**src/rtl/ysyx_25060170_mem_arbiter_if.sv**
```systemverilog
// ---------------------------------------------------------------------------
// ysyx_25060170_mem_arbiter_if
//
// Purpose : bundles every handshake/bus signal around the memory arbiter:
//           the fetch (if_*) channel, the load/store (ls_*) channel, the
//           memory-side req/gnt/rvalid bus (mem_*) and the bus_err pulse.
//
// Modports:
//   master - the arbiter's view. It owns the memory command (it is the bus
//            master towards memory) and answers the ifu/lsu requesters.
//   slave  - the surrounding system's view: ifu/lsu requesters plus the
//            memory bridge, i.e. everything the arbiter talks to.
//
// Parameters: ADDR_W address width, DATA_W data width (mask is DATA_W/8).
// ---------------------------------------------------------------------------
interface ysyx_25060170_mem_arbiter_if #(
  parameter int ADDR_W = 32,
  parameter int DATA_W = 32
);
  // Fetch channel
  logic                  if_req;
  logic [ADDR_W-1:0]     if_addr;
  logic                  if_flush;
  logic                  if_ready;
  logic                  if_rvalid;
  logic [DATA_W-1:0]     if_rdata;

  // Load/store channel
  logic                  ls_req;
  logic                  ls_wen;
  logic [ADDR_W-1:0]     ls_addr;
  logic [DATA_W-1:0]     ls_wdata;
  logic [DATA_W/8-1:0]   ls_wmask;
  logic                  ls_ready;
  logic                  ls_rvalid;
  logic [DATA_W-1:0]     ls_rdata;

  // Memory bus
  logic                  mem_req;
  logic                  mem_wen;
  logic [ADDR_W-1:0]     mem_addr;
  logic [DATA_W-1:0]     mem_wdata;
  logic [DATA_W/8-1:0]   mem_wmask;
  logic                  mem_gnt;
  logic                  mem_rvalid;
  logic [DATA_W-1:0]     mem_rdata;

  // Timeout error pulse
  logic                  bus_err;

  modport master (
    input  if_req, if_addr, if_flush,
    input  ls_req, ls_wen, ls_addr, ls_wdata, ls_wmask,
    input  mem_gnt, mem_rvalid, mem_rdata,
    output if_ready, if_rvalid, if_rdata,
    output ls_ready, ls_rvalid, ls_rdata,
    output mem_req, mem_wen, mem_addr, mem_wdata, mem_wmask,
    output bus_err
  );

  modport slave (
    output if_req, if_addr, if_flush,
    output ls_req, ls_wen, ls_addr, ls_wdata, ls_wmask,
    output mem_gnt, mem_rvalid, mem_rdata,
    input  if_ready, if_rvalid, if_rdata,
    input  ls_ready, ls_rvalid, ls_rdata,
    input  mem_req, mem_wen, mem_addr, mem_wdata, mem_wmask,
    input  bus_err
  );
endinterface

```
**src/rtl/ysyx_25060170_mem_arbiter.sv**
```systemverilog
// ---------------------------------------------------------------------------
// ysyx_25060170_mem_arbiter
//
// Purpose : shares the core's single memory port between instruction fetch
//           (IF) and load/store (LS). One transaction is outstanding at a
//           time: IDLE arbitrates and latches the winner's command, REQ
//           presents it on mem_* until mem_gnt, WAIT waits for mem_rvalid
//           (or forces an error response after TIMEOUT cycles), RESP pulses
//           the owner's *_rvalid for one cycle.
//
// Ports   :
//   clk  - clock
//   rst  - asynchronous active-high reset
//   bus  - ysyx_25060170_mem_arbiter_if.master (if_*, ls_*, mem_*, bus_err)
//
// Parameters:
//   ADDR_W  - address width
//   DATA_W  - data width; write mask is DATA_W/8 bits
//   TIMEOUT - WAIT cycles tolerated before an error response (8-bit counter)
//
// Configuration macro:
//   YSYX_25060170_ARB_RR_EN - defined: round-robin between IF and LS on
//                             simultaneous requests (rr_last register).
//                             undefined: fixed LS-over-IF priority.
//
// Timing  : *_ready is combinational in IDLE (0-cycle request->ready);
//           all other outputs are registered. mem_rvalid -> *_rvalid is one
//           cycle; minimum turnaround is IDLE, REQ, WAIT, RESP = 4 cycles.
// ---------------------------------------------------------------------------
module ysyx_25060170_mem_arbiter #(
  parameter int ADDR_W  = 32,
  parameter int DATA_W  = 32,
  parameter int TIMEOUT = 255
) (
  input  logic                               clk,
  input  logic                               rst,
  ysyx_25060170_mem_arbiter_if.master        bus
);

  localparam int MASK_W = DATA_W / 8;

  // The timeout counter is fixed at 8 bits; TIMEOUT is truncated to fit.
  localparam logic [7:0] TIMEOUT_CNT = 8'(TIMEOUT);

  typedef enum logic [1:0] {
    ST_IDLE = 2'd0,
    ST_REQ  = 2'd1,
    ST_WAIT = 2'd2,
    ST_RESP = 2'd3
  } state_e;

  typedef enum logic {
    OWN_IF = 1'b0,
    OWN_LS = 1'b1
  } owner_e;

  // -------------------------------------------------------------------------
  // State and registered outputs
  // -------------------------------------------------------------------------
  state_e               state_q;
  owner_e               owner_q;
  logic                 drop_q;      // in-flight fetch response is discarded
  logic [7:0]           cnt_q;       // cycles spent in WAIT
  logic [7:0]           cnt_d;

  logic                 mem_req_q;
  logic                 mem_wen_q;
  logic [ADDR_W-1:0]    mem_addr_q;
  logic [DATA_W-1:0]    mem_wdata_q;
  logic [MASK_W-1:0]    mem_wmask_q;

  logic                 if_rvalid_q;
  logic [DATA_W-1:0]    if_rdata_q;
  logic                 ls_rvalid_q;
  logic [DATA_W-1:0]    ls_rdata_q;
  logic                 bus_err_q;

  logic                 grant_if;
  logic                 grant_ls;
  logic                 flush_hit;
  logic                 timeout_hit;

  assign cnt_d       = cnt_q + 8'd1;
  // The counter would reach TIMEOUT on this WAIT cycle: give up now, so WAIT
  // lasts at most TIMEOUT cycles.
  assign timeout_hit = (cnt_d == TIMEOUT_CNT);
  // Flush only matters while a fetch is actually in flight.
  assign flush_hit   = bus.if_flush && (owner_q == OWN_IF);

  // -------------------------------------------------------------------------
  // Arbitration (combinational so the winner sees ready in the same cycle)
  // -------------------------------------------------------------------------
`ifdef YSYX_25060170_ARB_RR_EN
  owner_e rr_last_q;   // requester granted most recently

  // NOTE: every signal assigned in an always_comb gets a default first, so
  // no path can leave it unassigned and infer a latch.
  always_comb begin
    grant_if = 1'b0;
    grant_ls = 1'b0;
    if ((state_q == ST_IDLE) && !rst) begin
      if (bus.if_req && bus.ls_req) begin
        // Tie: the side that was not served last time goes first.
        grant_ls = (rr_last_q == OWN_IF);
        grant_if = (rr_last_q == OWN_LS);
      end else begin
        grant_ls = bus.ls_req;
        grant_if = bus.if_req;
      end
    end
  end

  always_ff @(posedge clk or posedge rst) begin
    if (rst) begin
      rr_last_q <= OWN_IF;
    end else if (grant_ls) begin
      rr_last_q <= OWN_LS;
    end else if (grant_if) begin
      rr_last_q <= OWN_IF;
    end
  end
`else
  always_comb begin
    grant_if = 1'b0;
    grant_ls = 1'b0;
    if ((state_q == ST_IDLE) && !rst) begin
      // LS first: an older instruction's access never waits behind a fetch.
      grant_ls = bus.ls_req;
      grant_if = bus.if_req && !bus.ls_req;
    end
  end
`endif

  // -------------------------------------------------------------------------
  // Transaction FSM with registered outputs
  // -------------------------------------------------------------------------
  // NOTE: sequential state is updated only with non-blocking assignments so
  // every register samples the values from before this clock edge.
  always_ff @(posedge clk or posedge rst) begin
    if (rst) begin
      state_q     <= ST_IDLE;
      owner_q     <= OWN_IF;
      drop_q      <= 1'b0;
      cnt_q       <= 8'd0;
      mem_req_q   <= 1'b0;
      mem_wen_q   <= 1'b0;
      mem_addr_q  <= '0;
      mem_wdata_q <= '0;
      mem_wmask_q <= '0;
      if_rvalid_q <= 1'b0;
      if_rdata_q  <= '0;
      ls_rvalid_q <= 1'b0;
      ls_rdata_q  <= '0;
      bus_err_q   <= 1'b0;
    end else begin
      // Pulsed outputs default low; only the WAIT->RESP edge raises them.
      if_rvalid_q <= 1'b0;
      ls_rvalid_q <= 1'b0;
      bus_err_q   <= 1'b0;

      unique case (state_q)
        ST_IDLE: begin
          if (grant_ls) begin
            owner_q     <= OWN_LS;
            mem_req_q   <= 1'b1;
            mem_wen_q   <= bus.ls_wen;
            mem_addr_q  <= bus.ls_addr;
            mem_wdata_q <= bus.ls_wdata;
            mem_wmask_q <= bus.ls_wmask;
            state_q     <= ST_REQ;
          end else if (grant_if) begin
            // Fetches are always reads with an empty mask.
            owner_q     <= OWN_IF;
            mem_req_q   <= 1'b1;
            mem_wen_q   <= 1'b0;
            mem_addr_q  <= bus.if_addr;
            mem_wdata_q <= '0;
            mem_wmask_q <= '0;
            state_q     <= ST_REQ;
          end
        end

        ST_REQ: begin
          if (flush_hit) begin
            drop_q <= 1'b1;
          end
          if (bus.mem_gnt) begin
            mem_req_q <= 1'b0;
            cnt_q     <= 8'd0;
            state_q   <= ST_WAIT;
          end
        end

        ST_WAIT: begin
          if (flush_hit) begin
            drop_q <= 1'b1;
          end
          if (bus.mem_rvalid || timeout_hit) begin
            // A real response wins over a timeout on the same cycle; a
            // timeout returns zero data and raises bus_err alongside rvalid.
            if (owner_q == OWN_LS) begin
              ls_rdata_q  <= bus.mem_rvalid ? bus.mem_rdata : '0;
              ls_rvalid_q <= 1'b1;
            end else begin
              if_rdata_q  <= bus.mem_rvalid ? bus.mem_rdata : '0;
              // A flush on this very cycle still counts as flushed.
              if_rvalid_q <= !(drop_q || bus.if_flush);
            end
            bus_err_q <= !bus.mem_rvalid;
            state_q   <= ST_RESP;
          end else begin
            cnt_q <= cnt_d;
          end
        end

        ST_RESP: begin
          // rvalid was raised on entry and is cleared by the default above;
          // drop is cleared as we re-enter IDLE.
          drop_q  <= 1'b0;
          state_q <= ST_IDLE;
        end

        default: begin
          state_q <= ST_IDLE;
        end
      endcase
    end
  end

  // -------------------------------------------------------------------------
  // Output wiring
  // -------------------------------------------------------------------------
  assign bus.if_ready  = grant_if;
  assign bus.ls_ready  = grant_ls;

  assign bus.if_rvalid = if_rvalid_q;
  assign bus.if_rdata  = if_rdata_q;
  assign bus.ls_rvalid = ls_rvalid_q;
  assign bus.ls_rdata  = ls_rdata_q;

  assign bus.mem_req   = mem_req_q;
  assign bus.mem_wen   = mem_wen_q;
  assign bus.mem_addr  = mem_addr_q;
  assign bus.mem_wdata = mem_wdata_q;
  assign bus.mem_wmask = mem_wmask_q;

  assign bus.bus_err   = bus_err_q;

endmodule

```
**src/flat_wrapper.sv**
```systemverilog
// flat-port wrapper written by rule: the top's interface ports become plain ports
module ysyx_25060170_mem_arbiter_flat 
#(
  parameter int ADDR_W  = 32,
  parameter int DATA_W  = 32,
  parameter int TIMEOUT = 255
)
  (clk, rst, bus_if_req, bus_if_addr, bus_if_flush, bus_ls_req, bus_ls_wen, bus_ls_addr, bus_ls_wdata, bus_ls_wmask, bus_mem_gnt, bus_mem_rvalid, bus_mem_rdata, bus_if_ready, bus_if_rvalid, bus_if_rdata, bus_ls_ready, bus_ls_rvalid, bus_ls_rdata, bus_mem_req, bus_mem_wen, bus_mem_addr, bus_mem_wdata, bus_mem_wmask, bus_bus_err);
  ysyx_25060170_mem_arbiter_if #(.ADDR_W(ADDR_W), .DATA_W(DATA_W)) bus_i ();
  input  logic clk;
  input  logic rst;
  input wire logic [$bits(bus_i.if_req)-1:0] bus_if_req;
  input wire logic [$bits(bus_i.if_addr)-1:0] bus_if_addr;
  input wire logic [$bits(bus_i.if_flush)-1:0] bus_if_flush;
  input wire logic [$bits(bus_i.ls_req)-1:0] bus_ls_req;
  input wire logic [$bits(bus_i.ls_wen)-1:0] bus_ls_wen;
  input wire logic [$bits(bus_i.ls_addr)-1:0] bus_ls_addr;
  input wire logic [$bits(bus_i.ls_wdata)-1:0] bus_ls_wdata;
  input wire logic [$bits(bus_i.ls_wmask)-1:0] bus_ls_wmask;
  input wire logic [$bits(bus_i.mem_gnt)-1:0] bus_mem_gnt;
  input wire logic [$bits(bus_i.mem_rvalid)-1:0] bus_mem_rvalid;
  input wire logic [$bits(bus_i.mem_rdata)-1:0] bus_mem_rdata;
  output wire logic [$bits(bus_i.if_ready)-1:0] bus_if_ready;
  output wire logic [$bits(bus_i.if_rvalid)-1:0] bus_if_rvalid;
  output wire logic [$bits(bus_i.if_rdata)-1:0] bus_if_rdata;
  output wire logic [$bits(bus_i.ls_ready)-1:0] bus_ls_ready;
  output wire logic [$bits(bus_i.ls_rvalid)-1:0] bus_ls_rvalid;
  output wire logic [$bits(bus_i.ls_rdata)-1:0] bus_ls_rdata;
  output wire logic [$bits(bus_i.mem_req)-1:0] bus_mem_req;
  output wire logic [$bits(bus_i.mem_wen)-1:0] bus_mem_wen;
  output wire logic [$bits(bus_i.mem_addr)-1:0] bus_mem_addr;
  output wire logic [$bits(bus_i.mem_wdata)-1:0] bus_mem_wdata;
  output wire logic [$bits(bus_i.mem_wmask)-1:0] bus_mem_wmask;
  output wire logic [$bits(bus_i.bus_err)-1:0] bus_bus_err;
  assign bus_i.if_req = bus_if_req;
  assign bus_i.if_addr = bus_if_addr;
  assign bus_i.if_flush = bus_if_flush;
  assign bus_i.ls_req = bus_ls_req;
  assign bus_i.ls_wen = bus_ls_wen;
  assign bus_i.ls_addr = bus_ls_addr;
  assign bus_i.ls_wdata = bus_ls_wdata;
  assign bus_i.ls_wmask = bus_ls_wmask;
  assign bus_i.mem_gnt = bus_mem_gnt;
  assign bus_i.mem_rvalid = bus_mem_rvalid;
  assign bus_i.mem_rdata = bus_mem_rdata;
  assign bus_if_ready = bus_i.if_ready;
  assign bus_if_rvalid = bus_i.if_rvalid;
  assign bus_if_rdata = bus_i.if_rdata;
  assign bus_ls_ready = bus_i.ls_ready;
  assign bus_ls_rvalid = bus_i.ls_rvalid;
  assign bus_ls_rdata = bus_i.ls_rdata;
  assign bus_mem_req = bus_i.mem_req;
  assign bus_mem_wen = bus_i.mem_wen;
  assign bus_mem_addr = bus_i.mem_addr;
  assign bus_mem_wdata = bus_i.mem_wdata;
  assign bus_mem_wmask = bus_i.mem_wmask;
  assign bus_bus_err = bus_i.bus_err;
  ysyx_25060170_mem_arbiter #(.ADDR_W(ADDR_W), .DATA_W(DATA_W), .TIMEOUT(TIMEOUT)) u_core (.clk(clk), .rst(rst), .bus(bus_i));
endmodule
```
**config.mk**
```make
export PLATFORM = sky130hd
export DESIGN_NAME = ysyx_25060170_mem_arbiter_flat
export DESIGN_NICKNAME = d
export VERILOG_FILES = /design/src/rtl/ysyx_25060170_mem_arbiter_if.sv /design/src/rtl/ysyx_25060170_mem_arbiter.sv /design/src/flat_wrapper.sv
export SDC_FILE = /design/constraint.sdc
export NUM_CORES = 1
export LEC_CHECK = 0
export BUFFER_PORTS_ARGS = -buffer_cell sky130_fd_sc_hd__buf_2
export CAP_MARGIN = 0
export CORE_AREA = 2 2 90 157
export CTS_CLUSTER_SIZE = 10
export DETAILED_ROUTE_END_ITERATION = 8
export DIE_AREA = 0 0 92 159
export PLACE_DENSITY_LB_ADDON = 0.1
export SYNTH_ARGS = -nofsm -noshare
export SYNTH_HDL_FRONTEND = slang
export SYNTH_SLANG_ARGS = --single-unit
export TNS_END_PERCENT = 30
```
**constraint.sdc**
```tcl
create_clock -name clk -period 10.9 [get_ports clk]
set_input_delay 1.09 -clock clk [delete_from_list [all_inputs] [get_ports clk]]
set_output_delay 1.09 -clock clk [all_outputs]
set_load 0.02 [all_outputs]
```
==> metrics.txt, run 1 <==
# TYPE chip_impl_metric gauge
chip_impl_metric{name="slew_viol_final",unit=""} 0
chip_impl_metric{name="placement.cell_area",unit="um2"} 8030
chip_impl_metric{name="clock_power_share",unit="%"} 23.7
chip_impl_metric{name="path_buf_inv",unit=""} 4
chip_impl_metric{name="synth-seq-area-share",unit="%"} 57.00
chip_impl_metric{name="layout-area-overhead-vs-synth",unit="%"} 32.17
chip_impl_metric{name="drt-initial-drc-count",unit=""} 390
chip_impl_metric{name="post-cts-setup-buffer-count",unit=""} 0
chip_impl_metric{name="worstMarginPinSlew",unit="ns"} 1.053
chip_impl_metric{name="grt_use_total",unit="%"} 27.11
chip_impl_info{name="cts_tree",value="done"} 1
chip_impl_metric{name="antenna_found_initial",unit=""} 1
chip_impl_info{name="critPathKind",value="input pin to output pin"} 1
chip_impl_info{name="synthTopCellsByArea",value="sky130_fd_sc_hd__dfrtp_1, sky130_fd_sc_hd__a21oi_1, sky130_fd_sc_hd__a22o_1"} 1
chip_impl_metric{name="finish.cell_count_without_fillers",unit=""} 1078
chip_impl_metric{name="place.gp.congestion",unit=""} 0.8836
chip_impl_metric{name="total_power",unit="mW"} 2.575
chip_impl_metric{name="ctsHoldBuffers",unit=""} 0
chip_impl_info{name="root_buffer",value="sky130_fd_sc_hd__clkbuf_16"} 1
chip_impl_metric{name="die_x",unit="um"} 92
chip_impl_metric{name="critical_path_peak_fanout",unit=""} 102
chip_impl_metric{name="netSwitchingPower",unit="mW"} 1.044
chip_impl_metric{name="post_synth_num_cell_types",unit=""} 45
chip_impl_metric{name="max-clock-path-buffers",unit=""} 2
chip_impl_metric{name="grt_max_degree",unit=""} 103
chip_impl_metric{name="start_util",unit="%"} 49.14
chip_impl_metric{name="preCtsSetupSlack",unit="ns"} 7.279
chip_impl_metric{name="comb_power_share",unit="%"} 40.1
chip_impl_metric{name="final_layout_size_suffix_gt1_share",unit="%"} 36.32
chip_impl_metric{name="postLayoutSetupSlackWorst",unit="ns"} 7.298
chip_impl_info{name="worst_setup_path_end_kind",value="output pin"} 1
chip_impl_metric{name="postSynthAreaPerCell",unit="um2"} 10.32
chip_impl_metric{name="maxClockFrequency",unit="MHz"} 277.6
chip_impl_metric{name="post-route-period-util",unit="%"} 33.05
chip_impl_metric{name="grt_overflow",unit=""} 0
chip_impl_metric{name="synth_enable_flop_cells",unit=""} 0
chip_impl_metric{name="drt.antenna.violating_nets",unit=""} 0
chip_impl_metric{name="design.die.area",unit="um2"} 14630
chip_impl_metric{name="worstSkewPairLatency",unit="ns"} 0.41
chip_impl_metric{name="dp_cells",unit=""} 1046
chip_impl_info{name="critPathMostFrequentCell",value="sky130_fd_sc_hd__buf_2"} 1
chip_impl_metric{name="nNetsFinal",unit=""} 1038
chip_impl_metric{name="num_io_pins",unit=""} 279
chip_impl_metric{name="yosysWarningCount",unit=""} 0
chip_impl_metric{name="power.density_cell_area",unit="nW/um2"} 297.9
chip_impl_metric{name="sequential_share_of_power",unit="%"} 36.2
chip_impl_metric{name="internal_power",unit="mW"} 1.531
chip_impl_metric{name="fp.dieH",unit="um"} 159
chip_impl_metric{name="placeableCoreArea",unit="um2"} 13310
chip_impl_metric{name="synthesis.instances",unit=""} 634
chip_impl_metric{name="worstPathArrival",unit="ns"} 2.51
chip_impl_metric{name="grt_pass1_vias",unit=""} 6397
chip_impl_metric{name="summed_area_of_non_filler_cells_in_the_final_layout",unit="um2"} 8646
chip_impl_metric{name="clock_tree.htree_level_count",unit=""} 4
chip_impl_metric{name="final_hold_viol_count",unit=""} 0
chip_impl_metric{name="clock_buffers_created_by_tritoncts",unit=""} 17
chip_impl_info{name="cp_cell_sequence",value="buf_2 -> nand3b_1 -> inv_2 -> buf_4 -> buf_2"} 1
chip_impl_info{name="final_common_cell",value="sky130_fd_sc_hd__buf_2"} 1
chip_impl_metric{name="mappedNetlistNets",unit=""} 781
chip_impl_metric{name="buffer_ports.inserted",unit=""} 278
chip_impl_metric{name="drt-wirelength-per-cell",unit="um"} 18.40
chip_impl_info{name="cpLargestDelayFamily",value="buffers and inverters"} 1
chip_impl_info{name="synth_flop_cell",value="sky130_fd_sc_hd__dfrtp_1"} 1
chip_impl_metric{name="async_reset_ff_share",unit="%"} 100.0
chip_impl_metric{name="report.final.setup_viol",unit=""} 0
chip_impl_metric{name="grt_pass1_wl",unit="um"} 31650
chip_impl_metric{name="cts.clk_slew.worst_paths",unit="ns"} 0.06
chip_impl_metric{name="route.detailed.vias_per_inst",unit=""} 5.707
chip_impl_metric{name="post_synth_instance_area",unit="um2"} 6541
chip_impl_metric{name="cp_slowest_stage_delay",unit="ns"} 0.66
chip_impl_info{name="unrepaired_setup_endpoints_after_global_routing",value="false"} 1
chip_impl_info{name="status",value="finished clean"} 1
chip_impl_info{name="hp-start",value="u_core.drop_q$_DFFE_PP0P_"} 1
chip_impl_metric{name="p_leak",unit="nW"} 4.566
chip_impl_metric{name="cts_resized",unit=""} 0
chip_impl_info{name="timing.critical_path.from_type",value="input pin"} 1
chip_impl_metric{name="num_rows",unit=""} 56
chip_impl_metric{name="remaining_drc_errors",unit=""} 0
chip_impl_metric{name="share_of_the_synthesized_area_in_the_top_cell_type",unit="%"} 57.00
chip_impl_metric{name="power.ir.vdd_worst",unit="V"} 0.0001544
chip_impl_metric{name="worst-endpoint-required",unit="ns"} 9.81
chip_impl_info{name="critical_r2r_launch",value="u_core.cnt_q[1]$_DFFE_PP0P_"} 1
chip_impl_metric{name="fraction_of_power_spent_switching_nets",unit="%"} 40.53
chip_impl_metric{name="route.final.wire_length",unit="um"} 19830
chip_impl_info{name="path_class_of_the_lowest_slack_min_delay_path",value="flop to flop"} 1
chip_impl_info{name="top_library_cells_by_usage_in_the_layout_fill_and_taps_aside",value="sky130_fd_sc_hd__buf_2, sky130_fd_sc_hd__a21oi_1, sky130_fd_sc_hd__dfrtp_1, sky130_fd_sc_hd__nand2_1, sky130_fd_sc_hd__a22o_1"} 1
chip_impl_metric{name="final_worst_path_period_need",unit="ns"} 3.602
chip_impl_info{name="post-synth-top-area-cell",value="sky130_fd_sc_hd__dfrtp_1"} 1
chip_impl_metric{name="timing.max_cap.violations",unit=""} 0
chip_impl_info{name="worst_path_max_delay_cell",value="sky130_fd_sc_hd__buf_4"} 1
chip_impl_metric{name="place.detailed.hpwl",unit="um"} 14010
chip_impl_metric{name="cts.sinks",unit=""} 149
chip_impl_metric{name="drt_first_pass_iters",unit=""} 5
chip_impl_metric{name="timing.clock.skew",unit="ns"} 0.01409
chip_impl_metric{name="fin_tns_setup",unit="ns"} 0
chip_impl_metric{name="filler_cell_count",unit=""} 1173
chip_impl_metric{name="maxSlewHeadroom",unit="%"} 29.81
chip_impl_info{name="cp-startpoint",value="rst"} 1
chip_impl_metric{name="synth.ff_latch_count",unit=""} 149
chip_impl_metric{name="via_count",unit=""} 6152
-- cell families (layout without fill, tap and decap cells) --
logic type                 count (synthesis)  after routing  synth area share (%)
AOI/OAI and AO/OA                        302            302                 26.70
DFF                                      149            149                 57.00
and+or+nand+nor                           86             86                 6.255
buffers and inverters                     57            326                 3.654
muxes                                     33             33                 5.050
adders and majority gates                  7              7                 1.339
other                                      0              1                     0
-- worst reg2reg max path, stage by stage, from the launching register on --
cell                      delay [ns]
sky130_fd_sc_hd__dfrtp_1        0.49
sky130_fd_sc_hd__ha_1           0.33
sky130_fd_sc_hd__nand3_2        0.17
sky130_fd_sc_hd__o32a_1         0.34
sky130_fd_sc_hd__a22o_1         0.33
sky130_fd_sc_hd__o21ai_4        0.69
sky130_fd_sc_hd__buf_4          0.50
sky130_fd_sc_hd__nor4b_2        0.28
-- power by group through the flow --
stage | logic (mW) | registers (mW) | clock network [mW]
floorplan | 0.402 | 1.18 | 0
global placement | 1.01 | 0.931 | 0
detailed placement | 1.04 | 0.932 | 0
CTS | 1.04 | 0.932 | 0.623
global route | 1.12 | 0.959 | 0.646
finish | 1.03 | 0.932 | 0.610
-- metrics by stage --
step	hold slack (ns)	utilization, %
2_1_floorplan	0.4469	-
3_3_place_gp	0.4660	60.32
3_5_place_dp	0.4763	60.32
4_1_cts	0.4851	64.92
5_1_grt	0.5047	64.94
6_report	0.4849	64.94
-- per-layer routing --
layer  part of all wire [%]  global-route usage (%)
met5                      0                       0
met4                    2.6                   11.67
met2                     54                   48.83
met1                     36                   29.12
met3                    7.5                   7.856
-- sequential cells by signal (all words and copies together) (netlist names) --
name / cells
u_core.bus.mem_addr: 32
u_core.bus.ls_rvalid: 1
u_core.bus.if_rdata: 32
u_core.state_q: 2
u_core.owner_q: 1
u_core.bus.mem_wen: 1
u_core.bus.ls_rdata: 32
u_core.bus.mem_wdata: 32
u_core.bus.mem_req: 1
u_core.bus.bus_err: 1
u_core.bus.mem_wmask: 4
u_core.cnt_q: 8
u_core.bus.if_rvalid: 1
u_core.drop_q: 1
-- area by class of cell --
cell class	count	area (um2)	share of cell area, %
diodes	1	2.502	0.02894
clock buffers	19	432.9	5.007
clock inverters	12	180.2	2.084
inverters	7	31.28	0.3618
multi-input cells	428	2586	29.91
flip-flops and latches	149	3729	43.13
well taps	174	217.7	2.518
repair buffers	288	1466	16.96
-- path summary, 6_finish.rpt --
check	endpoint	slack [ns]	cells after the start
worst max-delay path	bus_ls_ready	7.30	5
worst min-delay path	u_core.bus.if_rvalid$_DFF_PP0_	0.48	1
worst max register to register	u_core.bus.if_rvalid$_DFF_PP0_	7.68	7
worst min register to register	u_core.bus.if_rvalid$_DFF_PP0_	0.48	1
max in group asynchronous	u_core.bus.if_rdata[2]$_DFFE_PP0P_	8.65	3
min in group asynchronous	u_core.bus.mem_addr[1]$_DFFE_PP0P_	0.74	2
-- cell usage after synthesis (all sizes together) (2+ instances only) --
library cell    n
or3             2
o211ai          4
nor4b           2
nor2b           4
buf            18
mux2i          33
nand2          49
nor2           13
inv             7
dfrtp         149
a31oi           3
a21oi         199
ha              7
a32o            2
clkbuf         32
nor3            2
a22o           38
o22ai           4
a21boi          3
nand3           4
nand3b          2
nand2b          2
o21ai          38
No activity file was read; power rests on OpenSTA's default activity.
==> run 2: changes to the inputs <==
CORE_AREA = 2 2 97 169   (was 2 2 90 157)
DIE_AREA = 0 0 99 171   (was 0 0 92 159)
clock period = 3 ns   (was 10.9 ns; I/O delays follow)
==> metrics.txt, run 2 (synthesis results as in run 1) <==
# TYPE chip_impl_metric gauge
chip_impl_metric{name="seq_area",unit="um2"} 3729
chip_impl_metric{name="post-route-period-util",unit="%"} 83.05
chip_impl_metric{name="p_leak",unit="nW"} 4.570
chip_impl_info{name="root_buffer",value="sky130_fd_sc_hd__clkbuf_16"} 1
chip_impl_info{name="timing.critical_path.from_type",value="flop"} 1
chip_impl_metric{name="final_hold_viol_count",unit=""} 0
chip_impl_metric{name="nNetsFinal",unit=""} 1039
chip_impl_metric{name="grt_use_total",unit="%"} 22.54
chip_impl_info{name="path_class_of_the_lowest_slack_min_delay_path",value="input pin to flop"} 1
chip_impl_info{name="critPathKind",value="flop to output pin"} 1
chip_impl_metric{name="dp_cells",unit=""} 1061
chip_impl_metric{name="grt_pass1_wl",unit="um"} 30440
chip_impl_metric{name="design.die.area",unit="um2"} 16930
chip_impl_metric{name="via_count",unit=""} 6013
chip_impl_metric{name="report.final.setup_viol",unit=""} 0
chip_impl_metric{name="num_rows",unit=""} 61
chip_impl_info{name="worstHoldEndpoint",value="u_core.bus.if_rvalid$_DFF_PP0_"} 1
chip_impl_metric{name="postLayoutSetupSlackWorst",unit="ns"} 0.5085
chip_impl_metric{name="fp.dieH",unit="um"} 171
chip_impl_metric{name="die_x",unit="um"} 99
chip_impl_metric{name="place.detailed.hpwl",unit="um"} 13350
chip_impl_metric{name="power.ir.vdd_worst",unit="V"} 0.0004696
chip_impl_metric{name="critical_path_peak_fanout",unit=""} 31
chip_impl_metric{name="cts_resized",unit=""} 0
chip_impl_metric{name="drt_first_pass_iters",unit=""} 4
chip_impl_metric{name="grt_overflow",unit=""} 0
chip_impl_metric{name="grt_max_degree",unit=""} 132
chip_impl_metric{name="drt.antenna.violating_nets",unit=""} 0
chip_impl_metric{name="start_util",unit="%"} 41.81
chip_impl_metric{name="finish.cell_count_without_fillers",unit=""} 1095
chip_impl_metric{name="route.final.wire_length",unit="um"} 19310
chip_impl_metric{name="clock_tree.htree_level_count",unit=""} 4
chip_impl_metric{name="final_layout_size_suffix_gt1_share",unit="%"} 36.57
chip_impl_metric{name="final_worst_path_period_need",unit="ns"} 2.492
chip_impl_metric{name="drt-initial-drc-count",unit=""} 221
chip_impl_metric{name="setup.reg_to_reg.worst_slack",unit="ns"} 0.54
chip_impl_metric{name="worstMarginPinSlew",unit="ns"} 0.7407
chip_impl_info{name="unrepaired_setup_endpoints_after_global_routing",value="false"} 1
chip_impl_info{name="worst_setup_path_end_kind",value="output pin"} 1
chip_impl_metric{name="antenna_found_initial",unit=""} 1
chip_impl_metric{name="timing.clock.skew",unit="ns"} 0.009748
chip_impl_metric{name="maxSlewHeadroom",unit="%"} 50.62
chip_impl_metric{name="cts.clk_slew.worst_paths",unit="ns"} 0.07
chip_impl_metric{name="place.gp.congestion",unit=""} 0.8986
chip_impl_metric{name="remaining_drc_errors",unit=""} 0
chip_impl_metric{name="maxClockFrequency",unit="MHz"} 401.4
chip_impl_metric{name="worst_hold_slack",unit="ns"} 0.06556
chip_impl_metric{name="cts.sinks",unit=""} 149
chip_impl_metric{name="worstPathArrival",unit="ns"} 2.19
chip_impl_info{name="status",value="finished clean"} 1
chip_impl_metric{name="placeableCoreArea",unit="um2"} 15650
chip_impl_metric{name="rr_worst_depth",unit=""} 7
chip_impl_metric{name="hold-path-cell-count",unit=""} 2
chip_impl_metric{name="max-clock-path-buffers",unit=""} 2
chip_impl_info{name="final_common_cell",value="sky130_fd_sc_hd__buf_2"} 1
chip_impl_metric{name="fin_tns_setup",unit="ns"} 0
chip_impl_metric{name="route.detailed.vias_per_inst",unit=""} 5.491
chip_impl_metric{name="worstSkewPairLatency",unit="ns"} 0.41
chip_impl_metric{name="multi_input_comb_area",unit="um2"} 2586
chip_impl_info{name="hp-start",value="bus_if_flush"} 1
chip_impl_info{name="worstReg2RegEnd",value="u_core.bus.if_rvalid$_DFF_PP0_"} 1
chip_impl_metric{name="layout-area-overhead-vs-synth",unit="%"} 32.78
chip_impl_info{name="cts_tree",value="done"} 1
chip_impl_metric{name="worst-endpoint-required",unit="ns"} 2.70
chip_impl_metric{name="drt-wirelength-per-cell",unit="um"} 17.63
chip_impl_metric{name="filler_cell_count",unit=""} 1423
chip_impl_metric{name="timing.max_cap.violations",unit=""} 0
chip_impl_metric{name="power.density_cell_area",unit="nW/um2"} 1062
chip_impl_info{name="critical_r2r_launch",value="u_core.cnt_q[1]$_DFFE_PP0P_"} 1
chip_impl_info{name="top_library_cells_by_usage_in_the_layout_fill_and_taps_aside",value="sky130_fd_sc_hd__buf_2, sky130_fd_sc_hd__a21oi_1, sky130_fd_sc_hd__dfrtp_1, sky130_fd_sc_hd__nand2_1, sky130_fd_sc_hd__a22o_1"} 1
chip_impl_metric{name="buffer_ports.inserted",unit=""} 278
chip_impl_metric{name="preCtsSetupSlack",unit="ns"} 0.5673
chip_impl_metric{name="slew_viol_final",unit=""} 0
chip_impl_metric{name="num_io_pins",unit=""} 279
chip_impl_metric{name="grt_pass1_vias",unit=""} 6116
chip_impl_metric{name="clock_buffers_created_by_tritoncts",unit=""} 17
==> run 2: cell count changes in the layout (fill, tap and decap cells not counted), sizes merged <==
cell,delta
clkinv,-4
dlygate4sd3,+1
bufinv,-3
clkinvlp,+1
inv,+7
==> run 2: metal layers <==
layer | up-vias | part of all wire, % | routed length [um] | global-route usage, %
li1 | 2820 | - | - | -
met1 | 2912 | 37 | 7203 | 25.89
met2 | 241 | 53 | 10260 | 39.92
met3 | 40 | 6.7 | 1295 | 5.392
met4 | 0 | 2.8 | 549 | 9.172
met5 | - | 0 | 0 | 0
==> run 2: what timing repair did <==
action / CTS / global route
hold endpoints to repair: 18 / 0
endpoints found under the setup margin: 0 / 0
hold buffers: 1 / 0
setup buffers: 0 / 0
==> run 2: area by class of cell <==
type                            instances  share of cell area [%]
Inverter                                7                  0.3457
Clock buffer                           19                   5.215
Multi-Input combinational cell        428                   29.78
Sequential cell                       149                   42.93
Antenna cell                            1                 0.02881
Timing Repair Buffer                  289                   17.43
Tap cell                              189                   2.723
Clock inverter                         13                   1.556
==> run 2: per-stage QoR <==
step           utilization [%]  area (um2)  total power, mW
3_5_place_dp             51.68        8085            7.155
6_report                 55.51        8686            9.227
2_1_floorplan                -        6545            5.731
3_3_place_gp             51.68        8085            7.054
4_1_cts                  55.50        8683            9.325
5_1_grt                  55.51        8686            9.834
==> run 2: worst max-delay path by stage <==
stage | startpoint | endpoint | slack [ns] | cells past startpoint
2_1_floorplan | rst | u_core.bus.bus_err$_DFF_PP0_ | 0.83 | 1
3_3_place_gp | u_core.cnt_q[1]$_DFFE_PP0P_ | u_core.bus.if_rvalid$_DFF_PP0_ | 0.70 | 7
3_5_place_dp | u_core.cnt_q[1]$_DFFE_PP0P_ | u_core.bus.if_rvalid$_DFF_PP0_ | 0.57 | 7
4_1_cts | u_core.state_q[0]$_DFFE_PP0P_ | bus_if_ready | 0.48 | 6
5_1_grt | u_core.state_q[0]$_DFFE_PP0P_ | bus_if_ready | 0.34 | 6
6_report | u_core.state_q[0]$_DFFE_PP0P_ | bus_if_ready | 0.51 | 6
==> run 2: worst max-delay path, stage by stage, from the launching register on <==
cell,delay [ns]
sky130_fd_sc_hd__dfrtp_1,0.41
sky130_fd_sc_hd__inv_1,0.10
sky130_fd_sc_hd__ha_1,0.26
sky130_fd_sc_hd__nand3b_1,0.25
sky130_fd_sc_hd__buf_4,0.50
sky130_fd_sc_hd__nor2_1,0.07
sky130_fd_sc_hd__buf_2,0.18
==> run 2: where the power goes <==
group / leakage [nW] / switching [mW] / internal (mW) / total (mW)
Sequential: 1.89 / 0.506 / 2.84 / 3.35
Combinational: 2.39 / 2.41 / 1.34 / 3.74
Clock: 0.285 / 0.918 / 1.22 / 2.13
Total: 4.57 / 3.83 / 5.39 / 9.23
